## config.mk

```make
export PLATFORM = sky130hd
export DESIGN_NAME = path_playback
export DESIGN_NICKNAME = d
export VERILOG_FILES = /design/src/rtl/path_playback.sv
export SDC_FILE = /design/constraint.sdc
export NUM_CORES = 1
export LEC_CHECK = 0
export CAP_MARGIN = 20
export CORE_MARGIN = 2
export CORE_UTILIZATION = 51
export CTS_CLUSTER_DIAMETER = 120
export CTS_CLUSTER_SIZE = 25
export DETAILED_ROUTE_END_ITERATION = 8
export PLACE_DENSITY = 0.79
export SLEW_MARGIN = 15
export SYNTH_ARGS = -nofsm -noshare
export SYNTH_HDL_FRONTEND = slang
export SYNTH_SLANG_ARGS = --single-unit
```

## constraint.sdc

```tcl
create_clock -name clock -period 4.65 [get_ports clock]
set_clock_uncertainty 0.2 [all_clocks]
set_input_delay 0.6975 -clock clock [delete_from_list [all_inputs] [get_ports clock]]
set_output_delay 0.6975 -clock clock [all_outputs]
set_load 0.02 [all_outputs]
```

## src/rtl/path_playback.sv

```systemverilog
// Reader end of the path memory: replays {direction, count} run-length entries,
// holding each direction for count Ticks, until a terminator, the last address or Abort.
module path_playback #(
    parameter int ADDR_WIDTH  = 10,
    parameter int COUNT_WIDTH = 14
) (
    input  logic                   clock,
    input  logic                   reset,
    input  logic                   start,
    input  logic                   abort,
    input  logic                   tick,
    output logic [ADDR_WIDTH-1:0]  mem_address,
    input  logic [COUNT_WIDTH+2:0] mem_data,
    output logic [2:0]             direction,
    output logic                   busy,
    output logic                   done
);

    localparam logic [2:0] DIR_NONE = 3'd0;

    localparam logic [2:0] IDLE  = 3'd0;
    localparam logic [2:0] FETCH = 3'd1;
    localparam logic [2:0] LOAD  = 3'd2;
    localparam logic [2:0] PLAY  = 3'd3;
    localparam logic [2:0] DONE  = 3'd4;

    localparam logic [ADDR_WIDTH-1:0]  LAST_ADDR = '1;
    localparam logic [COUNT_WIDTH-1:0] ONE       = COUNT_WIDTH'(1);

    typedef struct packed {
        logic [2:0]             dir;
        logic [COUNT_WIDTH-1:0] count;
    } entry_t;

    entry_t                 entry;
    logic [2:0]             state;
    logic [COUNT_WIDTH-1:0] remaining;
    logic                   tick_pending;
    logic                   tick_eff;
    logic                   at_last;

    assign entry    = entry_t'(mem_data);
    assign at_last  = (mem_address == LAST_ADDR);
    assign tick_eff = tick | tick_pending;
    assign busy     = (state == FETCH) || (state == LOAD) || (state == PLAY);
    assign done     = (state == DONE);

    always_ff @(posedge clock) begin
        if (reset) begin
            state        <= IDLE;
            mem_address  <= '0;
            direction    <= DIR_NONE;
            remaining    <= '0;
            tick_pending <= 1'b0;
        end else begin
            case (state)
                IDLE: begin
                    direction <= DIR_NONE;
                    if (start) begin
                        mem_address  <= '0;
                        tick_pending <= 1'b0;
                        state        <= FETCH;
                    end
                end
                FETCH: begin
                    if (abort) begin
                        state <= DONE;
                    end else begin
                        // a Tick while the next entry is in flight is owed to that entry
                        tick_pending <= tick_pending | tick;
                        state        <= LOAD;
                    end
                end
                LOAD: begin
                    if (abort) begin
                        state <= DONE;
                    end else begin
                        tick_pending <= tick_pending | tick;
                        if (entry.count == '0) begin
                            // zero-length entry: terminator when None, otherwise skipped
                            if (entry.dir == DIR_NONE || at_last) begin
                                state <= DONE;
                            end else begin
                                mem_address <= mem_address + 1'b1;
                                state       <= FETCH;
                            end
                        end else begin
                            direction <= entry.dir;
                            remaining <= entry.count;
                            state     <= PLAY;
                        end
                    end
                end
                PLAY: begin
                    if (abort) begin
                        state <= DONE;
                    end else if (tick_eff) begin
                        tick_pending <= 1'b0;
                        remaining    <= remaining - 1'b1;
                        if (remaining == ONE) begin
                            if (at_last) begin
                                state <= DONE;
                            end else begin
                                mem_address <= mem_address + 1'b1;
                                state       <= FETCH;
                            end
                        end
                    end
                end
                DONE: begin
                    direction    <= DIR_NONE;
                    tick_pending <= 1'b0;
                    state        <= IDLE;
                end
                default: state <= IDLE;
            endcase
        end
    end

endmodule

```

==> run metrics, run 1 <==
Area Growth Syn to Fin 24.4%; drt drc 0; DR WL/cell 14.2 um; vias in the first global route 1697; detailed placement HPWL 3290 um; chip width 65.1 um; IO Port Bufs 36; Max Clk Rate 0.342 GHz; RSZ-0062 raised after global routing no; vias 2021; Via density 6.05; ys async rst share 0; core box area 0.00363 sq mm; max cap viols 0; period utilization 0.630; Worst Setup Start Kind primary input; share of post-route cells with drive strength above 1 0.0524; Crit Path Class primary input to flip-flop; GRT Total Usage 0.237; placed instance area 0.00228 sq mm; initial antenna violation count 0; synthesized area per cell 7.44 sq um; 1st-pass router iterations 4; #FFs+latches synth 31; Die Y 65.1 um; antenna viol nets, final 0; Max FO, Critical Path 5; register area share after synthesis 0.326; Setup violations, final 0; Clock Tree Buf Depth 2; clk_lat worst skew 0.28 ns; cts hold-fix bufs 0; status complete, no violations; grt ovf 0; Pleak 0.828 nW; Syn Nets 281; CTS tree built; slew margin rel. 0.462; CTS clock-pin slew for the worst setup and hold paths 0.07 ns; PwrDens 259 mW/mm^2; CTS root buffer clkbuf_8; Final Hold Fails 0; Hold Path Class flip-flop to flip-flop; critical path arrival 2.96 ns; Post-Syn Instances 256; post-route cell area 0.00237 sq mm; Post-Syn Area 0.00190 sq mm; hold endpoint tick_pending; FF-to-FF End mem_address[8]; routed wire length 4740 um; post-CTS sizing 0; clk sink count 31; Slew @ Worst Pin 0.806 ns; yosys warns 0; FP Rows 22; number of synthesized flops with an enable pin 0; Starting Density 0.524; worst reg2reg path depth 6; GP Congestion 0.811; max-slew violations 0; Num CTS Buffers 5; Synth Flop Type dfxtp_1; slack of the worst reg-to-reg path 1.76 ns; CP endpoint kind flip-flop; R2R Path Start remaining[5]; H-tree depth 2; DRT iter0 DRCs 208; Hold Crit Depth 2; I/O pin count 37; postcts setup bufs 0; worst vdd ir 0.160 mV; Unique masters post-synth 48; minimum clock period 2.93 ns; Setup TNS 0 ns; Worst EP required 4.68 ns; fin nets 311; first-pass GRT wire length 8000 um; hold_sp tick_pending; antenna cell count 0; fin util 0.652; die footprint 0.00424 sq mm; largest net degree at the start of global routing 31
worst max path at each step:
stage / start / end / slack (ns) / depth (start not counted)
floorplan: remaining[5] / mem_address[6] / 1.97 / 7
global placement: tick / mem_address[3] / 1.48 / 7
detailed placement: tick / mem_address[8] / 1.45 / 7
CTS: tick / mem_address[8] / 1.74 / 7
global route: remaining[5] / mem_address[8] / 1.53 / 6
finish: tick / mem_address[8] / 1.72 / 7
flip-flops by register name (all words and copies together) (netlist names):
name	flops
mem_address	10
direction	3
tick_pending	1
remaining	14
state	3
metrics by stage:
stage | cells | hold WS [ns] | setup slack [ns] | power [mW]
2_1_floorplan | 256 | 0.224 | 1.97 | 0.359
3_3_place_gp | 327 | 0.236 | 1.48 | 0.399
3_5_place_dp | 327 | 0.240 | 1.45 | 0.400
4_1_cts | 334 | 0.277 | 1.74 | 0.614
5_1_grt | 334 | 0.293 | 1.53 | 0.644
6_report | 334 | 0.271 | 1.72 | 0.613
worst max-delay path, cell delays in order:
cell and delay, ns:
clkdlybuf4s50_1 0.46, nor2_1 0.07, or4b_2 0.66, o31ai_4 0.25, o2111ai_1 0.28, nor2_1 0.36
a32o_1 0.17
cells by family (layout without fill, tap and decap cells):
family          count (synthesis)  after routing  synth area share
simple gates                  113            113             0.295
compound gates                 83             83             0.291
flops                          31             31             0.326
buf+inv                        21             51            0.0420
mux                             5              5            0.0263
fa+ha+maj                       3              3            0.0197
layout by cell type (no fill, tap or decap), types with 6 or more instances in the layout:
cell type         n
a21oi_1          18
clkbuf_8          6
nand2_1          30
nor2_1           30
a22oi_1           8
dfxtp_1          31
nor3_1           16
clkdlybuf4s50_1  36
o21ai_0          26
final cells by class:
type,instances,area (sq um)
inverter,6,22.5
sequential,31,621
clock buffer,6,82.6
tap,48,60.1
multi-input combinational,204,1200
timing repair buffer,38,375
clock inverter,1,5.00
fill,341,1260
Yosys cell counts, drive strengths merged, types with 4 or more instances:
library cell	instances	area share
a21oi	18	0.047
dfxtp	31	0.33
a22oi	8	0.032
or4	5	0.022
nor3	16	0.042
nor2	30	0.059
nand3	6	0.018
or3	4	0.013
clkbuf	14	0.028
a32o	4	0.021
o21ai	26	0.068
nor4	5	0.016
o31ai	5	0.027
nand2	30	0.059
mux2i	5	0.026
inv	5	0.0099
per-layer routing:
metal | global-route usage | part of all wire | vias up | wire length (um)
met4 | 0.0807 | 0.017 | 0 | 82
met5 | 0 | 0 | - | 0
met2 | 0.362 | 0.47 | 66 | 2230
li1 | - | - | 1022 | -
met3 | 0.0565 | 0.059 | 8 | 279
met1 | 0.330 | 0.45 | 925 | 2140
where the power goes:
| part | switching [mW] | leakage [nW] | internal [mW] |
|---|---|---|---|
| clock | 0.101 | 0.0470 | 0.116 |
| sequential | 0.00847 | 0.250 | 0.271 |
| combinational | 0.0659 | 0.531 | 0.0503 |
Power figures use the tool's default switching activity.
==> inputs of run 2 (changes only) <==
CORE_UTILIZATION = 47   (was 51)
PLACE_DENSITY = 0.76   (was 0.79)
clock period = 2.4 ns   (was 4.65 ns; I/O delays follow)
==> run metrics, run 2 (same netlist as run 1, synthesis figures left out) <==
slew margin rel. 0.731; area of the multi-input gates 0.00123 sq mm; fin nets 350; Sw Ratio 0.282; Max Clk Rate 0.389 GHz; Die Y 67.7 um; Num CTS Buffers 5; Worst EP required 2.42 ns; max-slew violations 0; CTS tree built; GRT Total Usage 0.254; routed wire length 5300 um; grt met3 use 0.0483; period utilization 1.07; Hold Path Class flip-flop to flip-flop; IO Port Bufs 36; H-tree depth 2; vias 2188; combinational power share 0.235; Starting Density 0.483; antenna cell count 0; Largest register FFs 14; status complete, but fails checks; clk_lat worst skew 0.28 ns; first-pass GRT wire length 8890 um; max cap viols 0; RSZ-0062 raised after global routing yes; Setup TNS -0.980 ns; commonest non-fill, non-tap cell in the layout buf_4; core box area 0.00394 sq mm; Final Worst Setup Slack -0.168 ns; GP Congestion 0.893; failing checks setup timing; die footprint 0.00458 sq mm; DRT iter0 DRCs 144; 1st-pass router iterations 4; Largest regs remaining x14, mem_address x10; most frequent cells in the layout 40 x buf_4, 36 x clkdlybuf4s50_1, 30 x nor2_1; GR Util met1 0.333; Final Hold Fails 0; GR peak layer met2; total power 1.24 mW; CP endpoint kind flip-flop; Pleak 1.03 nW; Sequential Power Share 0.431; Worst Setup Start Kind flip-flop; cts hold-fix bufs 0; share of post-route cells with drive strength above 1 0.197; internal power 892 uW; Clock Tree Buf Depth 2; Max FO, Critical Path 3; CTS root buffer clkbuf_8; I/O pin count 37; Slew @ Worst Pin 0.402 ns; vias in the first global route 1959; Setup violations, final 10; antenna viol nets, final 0; PwrDens 458 mW/mm^2; minimum clock period 2.57 ns; worst vdd ir 0.294 mV; fill cell count 323; Crit Path Class flip-flop to flip-flop; Top reg by flops remaining; Area Growth Syn to Fin 42.4%; chip width 67.7 um; DR WL/cell 14.1 um; switching pwr 351 uW; drt drc 0; detailed placement HPWL 3860 um; grt ovf 0; met2 Usage GRT 0.415; register area 624 sq um; clk sink count 31; fin util 0.688; critical path arrival 2.59 ns; initial antenna violation count 0; largest net degree at the start of global routing 31; Via density 5.83; Clock Power Share 0.334; CTS clock-pin slew for the worst setup and hold paths 0.06 ns; FP Rows 23
run 2: cell count changes in the layout (fill, tap and decap cells not counted), moves of 2 or more:
cell | before | now
buf_4 | 2 | 40
dfxtp_1 | 31 | 28
dfxtp_2 | 0 | 3
o21ai_0 | 26 | 24
o21ai_1 | 0 | 2
or4_1 | 3 | 1
or4_4 | 1 | 3
run 2: power groups by stage:
stage,combinational [mW],sequential [mW],clock (mW)
2_1_floorplan,0.158,0.545,0
3_3_place_gp,0.280,0.546,0
3_5_place_dp,0.286,0.547,0
4_1_cts,0.287,0.536,0.423
5_1_grt,0.322,0.537,0.441
6_report,0.292,0.536,0.415
run 2: layout make-up:
| type | count | area share |
|---|---|---|
| multi-input combinational | 204 | 0.455 |
| timing repair buffer | 77 | 0.251 |
| sequential | 31 | 0.230 |
| clock buffer | 6 | 0.0304 |
| tap | 50 | 0.0231 |
| inverter | 6 | 0.00830 |
| clock inverter | 1 | 0.00185 |
run 2: path summary, 6_finish.rpt:
| kind | startpoint | to | cells after the start | slack, ns |
|---|---|---|---|---|
| worst max-delay path | remaining[8] | mem_address[6] | 6 | -0.17 |
| worst min-delay path | tick_pending | tick_pending | 2 | 0.25 |
| worst max register to register | remaining[8] | mem_address[6] | 6 | -0.17 |
| worst min register to register | tick_pending | tick_pending | 2 | 0.25 |
run 2: metal layers:
metal | routed length [um] | up-vias
met5 | 0 | -
met4 | 63 | 0
met3 | 265 | 5
met2 | 2590 | 57
met1 | 2380 | 1021
li1 | - | 1105
run 2: critical path, stage by stage, from the launching register on:
cell     delay, ns
dfxtp_2       0.32
or4_4         0.53
or4_4         0.46
o31ai_4       0.25
nand3_2       0.13
or4b_1        0.48
a21oi_1       0.13
run 2: what timing repair did:
action                                  4_1_cts  5_1_grt
cloned                                        0        0
endpoints found under the setup margin       10       11
pin swaps                                     4        2
setup buffers                                 0        0
resized for setup                             0        6
run 2: per-stage QoR:
step                cells  hold slack (ns)  setup slack, ns  area, sq um
floorplan             256            0.224           -0.138         1930
global placement      368            0.238           -0.414         2610
detailed placement    368            0.244           -0.445         2610
CTS                   375            0.259           -0.150         2700
global route          375            0.278           -0.250         2710
finish                375            0.251           -0.168         2710
